[src/rtl/wallace_multiplier.sv]
// Unsigned WIDTH x WIDTH multiplier: partial products reduced by a row-wise
// Wallace tree of 3:2 compressors, ripple-carry final adder, registered product.
module wallace_multiplier #(
    parameter int unsigned WIDTH = 12
) (
    input  logic                 clk,
    input  logic                 rst,
    input  logic [WIDTH-1:0]     A,
    input  logic [WIDTH-1:0]     B,
    output logic [2*WIDTH-1:0]   M
);

    localparam int unsigned PW = 2 * WIDTH;

    // Row count after l reduction layers: each group of three rows becomes two.
    function automatic int rows_at(input int w, input int l);
        int n;
        n = w;
        for (int k = 0; k < l; k++) begin
            n = (n / 3) * 2 + (n % 3);
        end
        return n;
    endfunction

    function automatic int num_layers(input int w);
        int n;
        int c;
        n = w;
        c = 0;
        while (n > 2) begin
            n = (n / 3) * 2 + (n % 3);
            c++;
        end
        return c;
    endfunction

    localparam int NL = num_layers(int'(WIDTH));

    function automatic logic [1:0] fa(input logic x, input logic y, input logic z);
        return {(x & y) | (x & z) | (y & z), x ^ y ^ z};
    endfunction

    function automatic logic [1:0] ha(input logic x, input logic y);
        return {x & y, x ^ y};
    endfunction

    // Bitwise 3:2 compression of three rows; returns {carry_row << 1, sum_row}.
    function automatic logic [2*PW-1:0] csa(input logic [PW-1:0] x,
                                            input logic [PW-1:0] y,
                                            input logic [PW-1:0] z);
        logic [PW-1:0] s;
        logic [PW-1:0] c;
        logic [1:0]    t;
        for (int k = 0; k < int'(PW); k++) begin
            t    = fa(x[k], y[k], z[k]);
            s[k] = t[0];
            c[k] = t[1];
        end
        return {c << 1, s};
    endfunction

    for (genvar l = 0; l <= NL; l++) begin : g_lvl
        localparam int CN = rows_at(int'(WIDTH), l);
        logic [PW-1:0] r [CN];

        if (l == 0) begin : g_pp
            for (genvar i = 0; i < int'(WIDTH); i++) begin : g_row
                assign r[i] = PW'(A & {WIDTH{B[i]}}) << i;
            end
        end else begin : g_red
            localparam int PC = rows_at(int'(WIDTH), l - 1);
            localparam int G  = PC / 3;

            for (genvar g = 0; g < G; g++) begin : g_csa
                logic [2*PW-1:0] cs;
                assign cs         = csa(g_lvl[l-1].r[3*g], g_lvl[l-1].r[3*g+1],
                                        g_lvl[l-1].r[3*g+2]);
                assign r[2*g]     = cs[PW-1:0];
                assign r[2*g+1]   = cs[2*PW-1:PW];
            end

            // Rows left over after grouping pass straight to the next layer.
            for (genvar j = 0; j < PC - 3*G; j++) begin : g_pass
                assign r[2*G+j] = g_lvl[l-1].r[3*G+j];
            end
        end
    end

    logic [PW-1:0] row_x;
    logic [PW-1:0] row_y;
    logic [PW-1:0] prod_c;
    logic          ripple_c;
    logic [1:0]    bit_out;

    assign row_x = g_lvl[NL].r[0];
    assign row_y = g_lvl[NL].r[1];

    // Final carry-propagate adder; the carry out of the top bit is always 0.
    always_comb begin
        prod_c    = '0;
        bit_out   = ha(row_x[0], row_y[0]);
        prod_c[0] = bit_out[0];
        ripple_c  = bit_out[1];
        for (int k = 1; k < int'(PW); k++) begin
            bit_out   = fa(row_x[k], row_y[k], ripple_c);
            prod_c[k] = bit_out[0];
            ripple_c  = bit_out[1];
        end
    end

    always_ff @(posedge clk or posedge rst) begin
        if (rst) begin
            M <= '0;
        end else begin
            M <= prod_c;
        end
    end

endmodule

[config.mk]
export PLATFORM = sky130hd
export DESIGN_NAME = wallace_multiplier
export DESIGN_NICKNAME = d
export VERILOG_FILES = /design/src/rtl/wallace_multiplier.sv
export SDC_FILE = /design/constraint.sdc
export NUM_CORES = 1
export LEC_CHECK = 0
export CORE_MARGIN = 2
export CORE_UTILIZATION = 40
export CTS_CLUSTER_DIAMETER = 80
export DETAILED_ROUTE_END_ITERATION = 12
export MAX_ROUTING_LAYER = met4
export SETUP_SLACK_MARGIN = 0.05
export SYNTH_ARGS = -nofsm -noshare
export SYNTH_HDL_FRONTEND = slang
export SYNTH_SLANG_ARGS = --single-unit
[constraint.sdc]
create_clock -name clk -period 0.8 [get_ports clk]
set_input_delay 0.12 -clock clk [delete_from_list [all_inputs] [get_ports clk]]
set_output_delay 0.12 -clock clk [all_outputs]
set_load 0.02 [all_outputs]
==> impl_metrics.json <==
{
  "crit_type": "in2reg",
  "worstSetupEndpointType": "flop",
  "die_x_um": 114,
  "sw_frac_of_total_pct": 44.5,
  "start_kind": "input port",
  "antenna_cells": 0,
  "grt_pass1_wl_mm": 17.1,
  "clockBufferDepth": 2,
  "drt_iter0_drc": 95,
  "tightest_slew_ns": 0.273,
  "grt_pass1_vias": 3556,
  "root_buffer": "clkbuf_16",
  "period_share_pct": 958,
  "min_period_ns": 7.66,
  "synth_top_area_share_pct": 48.9,
  "p_total_mw": 15.2,
  "die-area_um2": 13100,
  "final-hold-violation-count": 0,
  "core_um2": 12000,
  "grt_max_degree": 25,
  "top_regs": "M: 24 flops",
  "start_util_pct": 40.7,
  "critical_path_arrival_ns": 7.81,
  "place_area_um2": 5610,
  "n_fill_cell": 1091,
  "ant_nets": 0,
  "layout-drive-gt1-share_pct": 27.9,
  "yosys_warnings": 0,
  "syn_area_um2": 4870,
  "setup_ws_ns": -6.86,
  "overflow": 0,
  "final_cell_area_um2": 5970,
  "intPower_mw": 8.45,
  "largest_reg_flops": 24,
  "timing.setup.tns_ns": -90.33,
  "power_density_nw_per_um2": 2550,
  "crit_fanout": 4,
  "rsz0062_at_grt": "true",
  "ir_drop_mv": 1.21,
  "worst_path_max_delay_cell": "fa_1",
  "cap_violations": 0,
  "seqCellArea_um2": 601,
  "ctsHoldBuffers": 0,
  "drcViolationCount": 0,
  "viasPerCell": 4.66,
  "ctsHtreeMaxLevel": 1,
  "syn_inst": 455,
  "wirelength_mm": 10.3,
  "p_comb_share_pct": 77.6,
  "synthDistinctLibCells": 9,
  "die_h_um": 114,
  "yosysSeqAreaShare_pct": 12.3,
  "clock_power_share_pct": 7.7,
  "syn_nets": 633,
  "antenna_found_initial": 0,
  "drt_first_pass_iters": 4,
  "multiInputGateArea_um2": 3830,
  "io_buffers": 49,
  "seqPwrFrac_pct": 14.7,
  "path_clk_slew_ns": 0.06,
  "fin_nets": 702,
  "status": "finished, violations left",
  "slew_violations": 0,
  "cts_tree": "done",
  "dp_hpwl_mm": 8.97,
  "netlist_top_cells_area": "fa_1 49%, and2_1 14%, dfrtp_1 12%, ha_1 8.5%, inv_1 8.5%",
  "cp.required_ns": 0.95,
  "areaGrowthSynthToFinish_pct": 22.6,
  "cp_common_cell": "fa_2",
  "largest-register": "M",
  "hold_class": "in2async",
  "maxSlewHeadroom_pct": 81.7,
  "yosys.area.top_type": "fa_1",
  "violations": "negative setup slack",
  "final_core_util_pct": 49.9,
  "gp_congestion": 0.865,
  "yosys_register_bits": 24,
  "cts_buffers": 3,
  "max_freq_mhz": 131,
  "route.detailed.wl_per_inst_um": 15.3,
  "synth_area_per_cell_um2": 10.7,
  "slowest_delay_ns": 0.54,
  "vias": 3125,
  "fp-row-count": 40,
  "clock-sinks": 24,
  "dpl_worst_slack_ns": -7.67,
  "switchingPower_mw": 6.78,
  "p_leak_nw": 2.80,
  "setup_viol": 47,
  "io_pins": 50,
  "grt_usage_pct": 17.4
}
==> routing by layer <==
layer  track usage, %  vias up  wire length (um)
met3             1.59       12               293
met5                -        -                 0
met1             20.6     1647              4000
li1                 -     1403                 -
met4             3.90        0               204
met2             32.3       63              5760
==> layout by cell type (no fill, tap or decap) <==
master and count:
clkbuf_4 2, buf_12 2, fa_2 22, nand2_4 2
nand2_2 7, buf_4 31, ha_1 26, clkbuf_16 3
buf_6 35, and2_4 11, xnor2_2 1, and2_1 99
buf_2 4, ha_4 7, inv_2 15, dfrtp_1 24
fa_1 97, nand2_1 25, buf_8 3, dlygate4sd2_1 3
clkbuf_8 1, inv_1 95, clkdlybuf4s50_1 8
==> power groups by stage <==
| stage | sequential (mW) | clock (mW) | combinational [mW] |
|---|---|---|---|
| floorplan | 2.83 | 0 | 7.11 |
| global placement | 2.16 | 0 | 11.0 |
| detailed placement | 2.15 | 0 | 11.4 |
| CTS | 2.25 | 1.21 | 11.9 |
| global route | 2.28 | 1.27 | 13.5 |
| finish | 2.25 | 1.17 | 11.8 |
==> cell families after synthesis <==
group                      after synthesis  share of synthesized area (%)
and+or+nand+nor                        144                           16.8
adders and majority gates              152                           57.4
xor gates and xnor gates                 1                          0.180
buffers and inverters                  134                           13.3
DFF                                     24                           12.3
==> through the flow <==
| step | hold WS, ns | cells |
|---|---|---|
| 2_1_floorplan | 0.135 | 455 |
| 3_3_place_gp | 0.464 | 659 |
| 3_5_place_dp | 0.461 | 659 |
| 4_1_cts | 0.190 | 667 |
| 5_1_grt | 0.224 | 670 |
| 6_report | 0.188 | 670 |
==> cell type report <==
type / instances / area share [%]
Multi-Input combinational cell: 297 / 64.2
Clock buffer: 4 / 1.49
Tap cell: 147 / 3.08
Sequential cell: 24 / 10.1
Inverter: 110 / 6.92
Timing Repair Buffer: 88 / 14.3
==> repair_timing <==
action                     CTS  global route
pin swaps                   11            16
setup endpoints to repair   48            47
resized for setup          257            22
setup buffers                4             4
==> critical path, delay by kind of cell <==
kind / cells / cell delay, ns
and+or+nand+nor: 1 / 0.15
adders and majority gates: 21 / 7.09
buffers and inverters: 9 / 0.47
==> synth_stat cells <==
cell type and number:
fa_1 119, and2_1 110, inv_1 110, nand2_1 34, ha_1 33, dfrtp_1 24
buf_6 15, buf_4 9, xnor2_1 1
==> worst max path at each step <==
stage,startpoint,endpoint,slack (ns)
after floorplan,A[2],M[23],-6.85
after global placement,B[2],M[23],-7.57
after detailed placement,B[2],M[23],-7.67
after CTS,B[5],M[22],-6.89
after global routing,A[4],M[22],-7.06
final,B[5],M[22],-6.86
Power figures use the tool's default switching activity.
